`config.mk`:
```
export PLATFORM = sky130hd
export DESIGN_NAME = convolution_core
export DESIGN_NICKNAME = d
export VERILOG_FILES = /design/src/rtl/conv_pkg.sv /design/src/rtl/conv_win_ctr.sv /design/src/rtl/convolution_core.sv
export SDC_FILE = /design/constraint.sdc
export NUM_CORES = 2
export LEC_CHECK = 0
export CAP_MARGIN = 0
export CORE_MARGIN = 5
export CORE_UTILIZATION = 60
export CTS_CLUSTER_DIAMETER = 200
export DETAILED_ROUTE_END_ITERATION = 16
export DONT_BUFFER_PORTS = 1
export GPL_TIMING_DRIVEN = 0
export PLACE_DENSITY_LB_ADDON = 0.12
export SYNTH_ARGS = -nofsm -noshare
export SYNTH_HDL_FRONTEND = slang
export SYNTH_SLANG_ARGS = --single-unit
export TNS_END_PERCENT = 50
```
`constraint.sdc`:
```
create_clock -name clk -period 13.3 [get_ports clk]
set_input_delay 2.66 -clock clk [delete_from_list [all_inputs] [get_ports clk]]
set_output_delay 2.66 -clock clk [all_outputs]
set_load 0.03 [all_outputs]
```
`src/rtl/conv_pkg.sv`:
```
// Shared constants, FSM state type and the ReLU helper for the 2x2 convolution core.
// No ports.
package conv_pkg;

  localparam int IMG_DIM = 8;
  localparam int K_DIM   = 2;
  localparam int OUT_DIM = 7;
  localparam int DATA_W  = 32;

  typedef enum logic [1:0] {
    StIdle,
    StKload,
    StWin,
    StDone
  } state_e;

  // Negative (bit 31 set) results clamp to zero.
  function automatic logic [DATA_W-1:0] relu(input logic [DATA_W-1:0] x);
    return x[DATA_W-1] ? '0 : x;
  endfunction

endpackage

```
`src/rtl/conv_win_ctr.sv`:
```
// Window / kernel-tap counters and the derived memory addresses for the convolution core.
// Ports:
//   clk, rst      clock, asynchronous active-high reset
//   i_clr         restart all counters at window (0,0), tap (0,0)
//   i_k_step      advance the kernel tap (kj inner, ki outer, wraps after 4 taps)
//   i_win_next    advance the output window (j inner, i outer)
//   o_img_addr    image address of the current tap: 8*(i+ki) + (j+kj)
//   o_ker_addr    kernel address of the current tap: 2*ki + kj
//   o_out_addr    output address of the current window: 8*i + j
//   o_last_win    current window is (6,6)
module conv_win_ctr
  import conv_pkg::*;
(
  input  logic       clk,
  input  logic       rst,
  input  logic       i_clr,
  input  logic       i_k_step,
  input  logic       i_win_next,
  output logic [5:0] o_img_addr,
  output logic [1:0] o_ker_addr,
  output logic [5:0] o_out_addr,
  output logic       o_last_win
);

  localparam logic [2:0] LastIdx = 3'(OUT_DIM - 1);

  logic [2:0] r_i;
  logic [2:0] r_j;
  logic       r_ki;
  logic       r_kj;
  logic [2:0] w_row;
  logic [2:0] w_col;

  always_ff @(posedge clk or posedge rst) begin
    if (rst) begin
      r_i  <= '0;
      r_j  <= '0;
      r_ki <= 1'b0;
      r_kj <= 1'b0;
    end else if (i_clr) begin
      r_i  <= '0;
      r_j  <= '0;
      r_ki <= 1'b0;
      r_kj <= 1'b0;
    end else begin
      if (i_k_step) begin
        r_kj <= ~r_kj;
        if (r_kj) begin
          r_ki <= ~r_ki;
        end
      end
      if (i_win_next) begin
        if (r_j == LastIdx) begin
          r_j <= '0;
          r_i <= r_i + 3'd1;
        end else begin
          r_j <= r_j + 3'd1;
        end
      end
    end
  end

  // i+ki and j+kj never exceed 7, so 3 bits suffice.
  assign w_row      = r_i + {2'b00, r_ki};
  assign w_col      = r_j + {2'b00, r_kj};
  assign o_img_addr = {w_row, w_col};
  assign o_ker_addr = {r_ki, r_kj};
  assign o_out_addr = {r_i, r_j};
  assign o_last_win = (r_i == LastIdx) && (r_j == LastIdx);

endmodule

```
`src/rtl/convolution_core.sv`:
```
// 2x2 valid convolution of an 8x8 image into a 7x7 result stored row-major in an 8x8 buffer.
// Kernel is loaded once per run (5 cycles), then each window takes 6 cycles:
// 4 image reads, 1 drain, 1 write.
// Build option: define CONV_RELU_EN to clamp negative results to 0 (timing unchanged).
// Ports:
//   clk, rst              clock, asynchronous active-high reset
//   tstart                start pulse, accepted only in IDLE
//   v0_addr/rd_en/rd_data image read port (data valid the cycle after rd_en)
//   v1_addr/rd_en/rd_data kernel read port (data valid the cycle after rd_en)
//   v2_addr/wr_en/wr_data result write port
//   done                  one-cycle completion pulse
module convolution_core
  import conv_pkg::*;
(
  input  logic        clk,
  input  logic        rst,
  input  logic        tstart,
  output logic [5:0]  v0_addr,
  output logic        v0_rd_en,
  input  logic [31:0] v0_rd_data,
  output logic [1:0]  v1_addr,
  output logic        v1_rd_en,
  input  logic [31:0] v1_rd_data,
  output logic [5:0]  v2_addr,
  output logic        v2_wr_en,
  output logic [31:0] v2_wr_data,
  output logic        done
);

  state_e            r_state;
  logic [2:0]        r_step;
  logic [DATA_W-1:0] r_kernel [K_DIM*K_DIM];
  logic [DATA_W-1:0] r_acc;
  logic [DATA_W-1:0] r_wr_data;
  logic              r_v0_rd_en;
  logic              r_v1_rd_en;
  logic              r_wr_en;
  logic              r_done;

  logic              w_clr;
  logic              w_k_step;
  logic              w_win_next;
  logic              w_last_win;
  logic [1:0]        w_kidx;
  logic [DATA_W-1:0] w_prod;
  logic [DATA_W-1:0] w_sum;
  logic [DATA_W-1:0] w_result;
  logic [5:0]        w_img_addr;
  logic [1:0]        w_ker_addr;
  logic [5:0]        w_out_addr;

  conv_win_ctr u_win_ctr (
    .clk        (clk),
    .rst        (rst),
    .i_clr      (w_clr),
    .i_k_step   (w_k_step),
    .i_win_next (w_win_next),
    .o_img_addr (w_img_addr),
    .o_ker_addr (w_ker_addr),
    .o_out_addr (w_out_addr),
    .o_last_win (w_last_win)
  );

  // Read data arriving at step s belongs to the tap issued at step s-1 (steps 1..4 -> taps 0..3).
  assign w_kidx = r_step[1:0] - 2'd1;
  // Low 32 bits of the signed product; wraps modulo 2^32.
  assign w_prod = $signed(v0_rd_data) * $signed(r_kernel[w_kidx]);
  assign w_sum  = r_acc + w_prod;

`ifdef CONV_RELU_EN
  assign w_result = relu(w_sum);
`else
  assign w_result = w_sum;
`endif

  assign w_clr      = (r_state == StIdle) && tstart;
  // Taps are issued on steps 0..3 of both KLOAD and WIN.
  assign w_k_step   = ((r_state == StKload) || (r_state == StWin)) && !r_step[2];
  assign w_win_next = (r_state == StWin) && (r_step == 3'd5) && !w_last_win;

  always_ff @(posedge clk or posedge rst) begin
    if (rst) begin
      r_state    <= StIdle;
      r_step     <= '0;
      r_acc      <= '0;
      r_wr_data  <= '0;
      r_v0_rd_en <= 1'b0;
      r_v1_rd_en <= 1'b0;
      r_wr_en    <= 1'b0;
      r_done     <= 1'b0;
      for (int n = 0; n < K_DIM * K_DIM; n++) begin
        r_kernel[n] <= '0;
      end
    end else begin
      case (r_state)
        StIdle: begin
          if (tstart) begin
            r_state    <= StKload;
            r_step     <= '0;
            r_v1_rd_en <= 1'b1;
          end
        end
        StKload: begin
          if (r_step != 3'd0) begin
            r_kernel[w_kidx] <= v1_rd_data;
          end
          r_v1_rd_en <= (r_step < 3'd3);
          if (r_step == 3'd4) begin
            r_state    <= StWin;
            r_step     <= '0;
            r_v0_rd_en <= 1'b1;
          end else begin
            r_step <= r_step + 3'd1;
          end
        end
        StWin: begin
          r_v0_rd_en <= (r_step < 3'd3);
          r_step     <= r_step + 3'd1;
          case (r_step)
            3'd1: r_acc <= w_prod;
            3'd2,
            3'd3: r_acc <= w_sum;
            3'd4: begin
              r_wr_data <= w_result;
              r_wr_en   <= 1'b1;
            end
            3'd5: begin
              r_wr_en <= 1'b0;
              r_step  <= '0;
              if (w_last_win) begin
                r_state    <= StDone;
                r_done     <= 1'b1;
                r_v0_rd_en <= 1'b0;
              end else begin
                r_v0_rd_en <= 1'b1;
              end
            end
            default: ;
          endcase
        end
        StDone: begin
          r_done  <= 1'b0;
          r_state <= StIdle;
        end
        default: r_state <= StIdle;
      endcase
    end
  end

  assign v0_addr    = w_img_addr;
  assign v0_rd_en   = r_v0_rd_en;
  assign v1_addr    = w_ker_addr;
  assign v1_rd_en   = r_v1_rd_en;
  assign v2_addr    = w_out_addr;
  assign v2_wr_en   = r_wr_en;
  assign v2_wr_data = r_wr_data;
  assign done       = r_done;

endmodule

```
* Word level (Yosys, flattened, before mapping)
Index checks and enable logic that the tools add are counted.
Storage, ports and cells: output and inout port bits 50, word-level logic and storage cells 114, memory bits (writable) 0, latch bits 0, bits in read-only memories 0, register bits 209, input bits 67, memories 0
Cells by class: equal/unequal tests 14, reduce and logical (&&, ||, !) cells 33, div/mod/pow operators 0, order comparisons 3, bitwise logic cells 3, shifts and indexed selects 0, multipliers 1, $add $sub $neg 7, muxes and demuxes 37
Operator list (number):
- 128-bit bitwise mux | 1
- 32-bit 2-to-1 mux | 3
- 32-bit binary-select mux with 2-bit select | 1
- 32-bit demux with 2-bit select | 1
- 32-bit case mux with 2 select lines | 1
- 32-bit adder | 1
- 32-bit by 32-bit multiplier with 32-bit output | 1
- 3-bit 2-to-1 mux | 9
- 2-bit AND reduction | 9
- 2-bit nonzero test | 9
- 3-bit equality test, second input constant | 4
- 1-bit 2-to-1 mux | 11
- 3-bit by 1-bit adder with 3-bit output, second input constant | 3
- 3-bit case mux with 3 select lines | 1
- 2-bit 2-to-1 mux | 4
- 1-bit case mux with 2 select lines | 4
- 2-bit case mux with 4 select lines | 1
- 3-bit by 1-bit adder with 3-bit output | 2
- 3-bit by 2-bit equality test with 1-bit output, second input constant | 2
- 1-bit logical AND | 6
- 3-bit nonzero test | 2
- 2-bit equality test, second input constant | 2
- 2-bit by 1-bit != test with 1-bit output, second input constant | 2
- 2-bit != test, second input constant | 2
- 14 further kinds | 16

* Logic depth before layout (Yosys ltp)
depth in word-level cells 8, depth in mapped cells 46, depth with buffers taken out 39

* Modules after synthesis
A second synthesis with hierarchy kept.
Unflattened totals: cell total of the unflattened synthesis 2694, area, all modules 26882.0 µm²
Modules (own cells, without submodules):
- convolution_core | times used 1, sequential area each 5029.8 µm², area an instance 26376.5 µm², cells each 2644
- conv_win_ctr | times used 1, sequential area each 200.2 µm², area an instance 505.5 µm², cells each 50

* Worst setup path before layout
No wires, ideal clock.
kind input port to flip-flop, start in v0_rd_data[13], end reg r_acc[31], required time 13.176 ns, path buffers 2, stages 32, path slack 2.368 ns, arrival time 10.808 ns, library setup time 0.124 ns, cells stage by stage buf_1 > clkbuf_1 > and2_1 > fa_1 > fa_1 > fa_1 > inv_1 > fa_1 > inv_1 > fa_1 > inv_1 > fa_1 > inv_1 > fa_1 > fa_1 > ha_1 > a21o_1 > a21o_1 > a21o_1 > a32o_1 > nor2_1 > o31a_1 > ha_1 > o21ai_0 > a21oi_1 > a221o_1 > a31oi_1 > o21ai_1 > a41o_1 > a21o_1 > mux4_2 > a211o_1
Between the ends: cells in the longest elaborated chain, start to end 3
Ends and longest elaborated chain:
- start, declared | line convolution_core.sv:20 | input logic [31:0] v0_rd_data,
- 32-bit by 32-bit multiplier with 32-bit output * | line convolution_core.sv:67 | assign w_prod = $signed(v0_rd_data) * $signed(r_kernel[w_kidx]);
- 32-bit adder | line convolution_core.sv:68 | assign w_sum = r_acc + w_prod;
- 32-bit case mux with 2 select lines * | line convolution_core.sv:119 | case (r_step)
- end signal, assigned | line convolution_core.sv:120 | 3'd1: r_acc <= w_prod;
- end signal, assigned | line convolution_core.sv:122 | 3'd3: r_acc <= w_sum;
- end, declared | line convolution_core.sv:33 | logic [DATA_W-1:0] r_acc;
Every way passes the cells marked *; elsewhere a longest branch is shown, timed or not. A chain may end at the register's enable or synchronous reset.

* Final worst setup path
start in v0_rd_data[3], end reg r_acc[31]
Same word-level chain as after synthesis.

==> results by group <==
Critical path
  • Most common cell on crit path: sky130_fd_sc_hd__fa_1
  • Critical path peak fanout: 10
  • Register-to-Register Path Depth: 39
  • Critical path depth: 36
  • CP required: 13.72 ns
  • Top cell family by delay on the critical path: adder cells
  • Largest incremental delay on the critical path: just under 0.8 ns
  • Worst path slowest cell: sky130_fd_sc_hd__clkbuf_1
  • Start-to-end type of the worst setup path: in -> reg
  • Critical Path Source Type: primary input
  • Buf/Inv on CP: 7
  • Endpoint kind of the worst setup timing path: flip-flop
  • Signal arrival time at the worst endpoint: 12.47 ns

Global route
  • Number of global-route vias before repair: around 21000
  • Initial antenna violation count: 6
  • Wire length of the first global-routing pass: 117 mm
  • Maximum number of pins on one net before global-route repair: 131
  • Grt ovf: 0
  • GRT Overall Usage: around 30%

Floorplanning
  • Core Box Area: 44300 µm²
  • Die Y: 222 µm
  • IO Count: ~120
  • Placement Rows: 77
  • Die area: 49300 µm²
  • Die Width: 222 µm
  • Initial standard-cell utilization of the core: between 60% and 70%

Routing
  • Iter 0 DRT Violations: 1348
  • Number of iterations in the first detailed-routing pass: 5
  • Number of routed nets with antenna violations: 0
  • Drt wl/cell: 21.6 µm
  • Via density per instance: 5.76
  • Drt total wl: just over 70 mm
  • DRC Markers: 0
  • Via count: 19300

Yosys
  • Number of enable flip-flop cells after synthesis: 0
  • Mapped Area: 27000 µm²
  • Flop and latch count out of synthesis: 209
  • Mux contribution to synthesized area: 8.52%
  • Async set-reset flop share out of synthesis: 100%
  • Most frequently used flop master after synthesis: sky130_fd_sc_hd__dfrtp_1
  • Number of standard cells after synthesis: 2718
  • Warning count from the yosys run: 0
  • Largest cells by area after synthesis: sky130_fd_sc_hd__fa_1, sky130_fd_sc_hd__dfrtp_1, sky130_fd_sc_hd__ha_1
  • Fraction of synthesized cell area in xor and xnor cells: 4.00%
  • Area share of fa/ha/maj cells after synthesis: a little under 40%
  • Area share of the largest cell type after synthesis: 30.3%
  • Cell type with the highest aggregate area in the netlist: sky130_fd_sc_hd__fa_1
  • Combinational family with the most area after synthesis: adder cells
  • Sequential area share after synthesis: between 10% and 20%
  • Fraction of the mapped netlist area in simple logic gates: around 14%
  • Number of distinct standard cells referenced by the synthesized netlist: 64
  • Mean area per synthesized cell: 9.93 µm²
  • Share of the synthesized area in compound gates (AO/OA/AOI/OAI): 6.04%
  • Synthesized Nets: 3396

Placed design
  • Half-perimeter wire length of the detailed placement result: slightly below 60 mm
  • Placer's final routability congestion estimate: 0.972
  • Total of buffers placed on input and output ports: 0

Layout
  • Layout cells sized above 1: 8.48%
  • FILL cells: between 3000 and 4000
  • Post-layout net count: 3423
  • Synth-to-layout area growth: 5.75%

Clocking
  • Maximum buffer depth of the clock tree: 3
  • H-tree depth: 1
  • Clock buffer count from CTS: 24
  • Cell at the root of the clock tree: sky130_fd_sc_hd__clkbuf_16
  • Hold buffer count at CTS: 0
  • Clock tree from TritonCTS: done
  • Buffers inserted by post-CTS timing repair: 0
  • # clock sinks: around 210
  • CTS clock-pin slew for the worst setup and hold paths: 0.06 ns
  • Clk Latency, worst-skew pair: between 0.5 and 0.6 ns
  • Number of cells upsized or downsized after cts: 0

Worst hold path
  • Worst min-delay path class: reg -> reg
  • Hold Crit Depth: 2

Timing
  • Final Hold Violating Endpoints: 0
  • Final Setup Violations: 0
  • Pins Over Slew Limit: 0
  • Timing-limited maximum frequency: around 83 MHz
  • Max Clock Skew: 0.0203 ns
  • Remaining max-slew budget at the tightest pin: a little over a quarter
  • Part of the cycle the worst path needs: 90.6%
  • RSZ-0062 raised after global routing: no
  • Setup TNS Final: 0 ns
  • Shortest clock period the worst path allows after layout: approximately 12 ns
  • Actual slew at the worst max-slew pin: 1.10 ns

Run status
  • Outcome: finished, final reports clean

Job
  • Max cap viols: 0
==> flip-flops by register name, indices dropped and copies added (netlist names) <==
signal,cells
r_step,3
u_win_ctr.r_ki,1
u_win_ctr.r_j,3
r_acc,32
r_kernel,128
v1_rd_en,1
v0_rd_en,1
done,1
u_win_ctr.r_kj,1
u_win_ctr.r_i,3
r_state,2
v2_wr_data,32
v2_wr_en,1
==> synthesized netlist by cell type, types with 3 or more instances <==
cell type,number
sky130_fd_sc_hd__nor2b_1,6
sky130_fd_sc_hd__ha_1,202
sky130_fd_sc_hd__dfrtp_1,209
sky130_fd_sc_hd__nor2_1,65
sky130_fd_sc_hd__a221o_1,6
sky130_fd_sc_hd__mux4_2,32
sky130_fd_sc_hd__o21a_1,6
sky130_fd_sc_hd__mux2_2,134
sky130_fd_sc_hd__nand4_1,6
sky130_fd_sc_hd__nand2_1,319
sky130_fd_sc_hd__fa_1,409
sky130_fd_sc_hd__buf_4,4
sky130_fd_sc_hd__and2_1,299
sky130_fd_sc_hd__xnor2_1,84
sky130_fd_sc_hd__inv_1,459
sky130_fd_sc_hd__buf_6,5
sky130_fd_sc_hd__o21bai_1,9
sky130_fd_sc_hd__a22oi_1,3
sky130_fd_sc_hd__nor3_1,16
sky130_fd_sc_hd__o21ai_0,82
sky130_fd_sc_hd__mux2i_1,7
sky130_fd_sc_hd__o31ai_1,9
sky130_fd_sc_hd__xor2_1,29
sky130_fd_sc_hd__or3_1,5
sky130_fd_sc_hd__nand2b_1,14
sky130_fd_sc_hd__nand3_1,6
sky130_fd_sc_hd__nor3b_1,4
sky130_fd_sc_hd__nand2_2,3
sky130_fd_sc_hd__buf_1,12
sky130_fd_sc_hd__a21oi_1,70
sky130_fd_sc_hd__buf_2,5
sky130_fd_sc_hd__a211o_1,3
sky130_fd_sc_hd__a21o_1,31
sky130_fd_sc_hd__and3_1,5
sky130_fd_sc_hd__a211oi_1,8
sky130_fd_sc_hd__o21ai_1,5
sky130_fd_sc_hd__a31oi_1,6
sky130_fd_sc_hd__clkbuf_1,103
==> through the flow <==
stage	std cells	hold WS [ns]	setup WS, ns	cell area, µm²	utilization, %
detailed placement	3311	0.478	0.926	27800	62.6
finish	3353	0.489	1.25	28500	64.4
CTS	3350	0.491	1.40	28500	64.4
global route	3350	0.510	0.719	28500	64.4
floorplan	2718	0.456	2.37	27000	-
global placement	3310	0.469	1.07	27700	62.6
==> cell families (layout without fill, tap and decap cells) <==
group,count (synthesis),in the layout
mux,173,173
xor+xnor,118,118
other cells,0,3
flops,209,209
buf+inv,589,629
simple gates,755,755
fa+ha+maj,611,611
compound gates,263,263
==> placed cells by master, fill, tap and decap left out, drive strengths merged, types with 3 or more instances in the layout <==
master,n
o31ai,9
and3,5
nand4,6
a21oi,70
buf,28
nand3,6
dfrtp,209
a221o,6
nor3b,4
mux4,32
o21ai,87
mux2,134
nor2,65
ha,202
mux2i,7
clkbuf,132
a211oi,8
a211o,3
and2,299
a22oi,3
nor2b,6
a31oi,6
clkinv,7
or3,5
a21o,31
nor3,16
o21a,6
inv,461
xnor2,86
xor2,31
diode,3
o21bai,9
nand2b,14
nand2,322
fa,409
==> cell type report <==
type	instances	area [µm²]	area share, %
Sequential cell	209	5230	18.3
Clock buffer	29	659	2.31
Clock inverter	10	110	0.386
Tap cell	592	741	2.60
Buffer	130	563	1.97
Timing Repair Buffer	1	27.5	0.0965
Multi-Input combinational cell	1920	19500	68.2
Inverter	459	1730	6.06
Antenna cell	3	7.51	0.0263
==> worst paths after layout <==
| check | from | endpoint | slack [ns] |
|---|---|---|---|
| worst max-delay path | v0_rd_data[3] | r_acc[31] | 1.25 |
| worst min-delay path | r_acc[13] | r_acc[13] | 0.49 |
| worst max register to register | r_step[0] | r_acc[31] | 1.51 |
| worst min register to register | r_acc[13] | r_acc[13] | 0.49 |
| max in group asynchronous | rst | r_kernel[22] | 10.28 |
| min in group asynchronous | rst | u_win_ctr.r_j[2] | 2.00 |
==> metal layers <==
layer  GRT usage, %  routed length, µm  vias to the layer above
met5              0                 41                        -
met4           8.65               2390                        6
met3           7.08               6500                      149
met2           48.4              34300                      720
met1           41.1              29300                     9882
li1               -                  -                     8547
==> worst min-delay path, delay by kind of cell, from the launching register on <==
family           cells  cell delay, ns
AND/OR/NAND/NOR      1            0.05
flip-flops           1            0.35
AO/OA/AOI/OAI        1            0.06
Power is not shown: default switching activity piles up to over one toggle a cycle in this logic, so the estimate is an artifact.
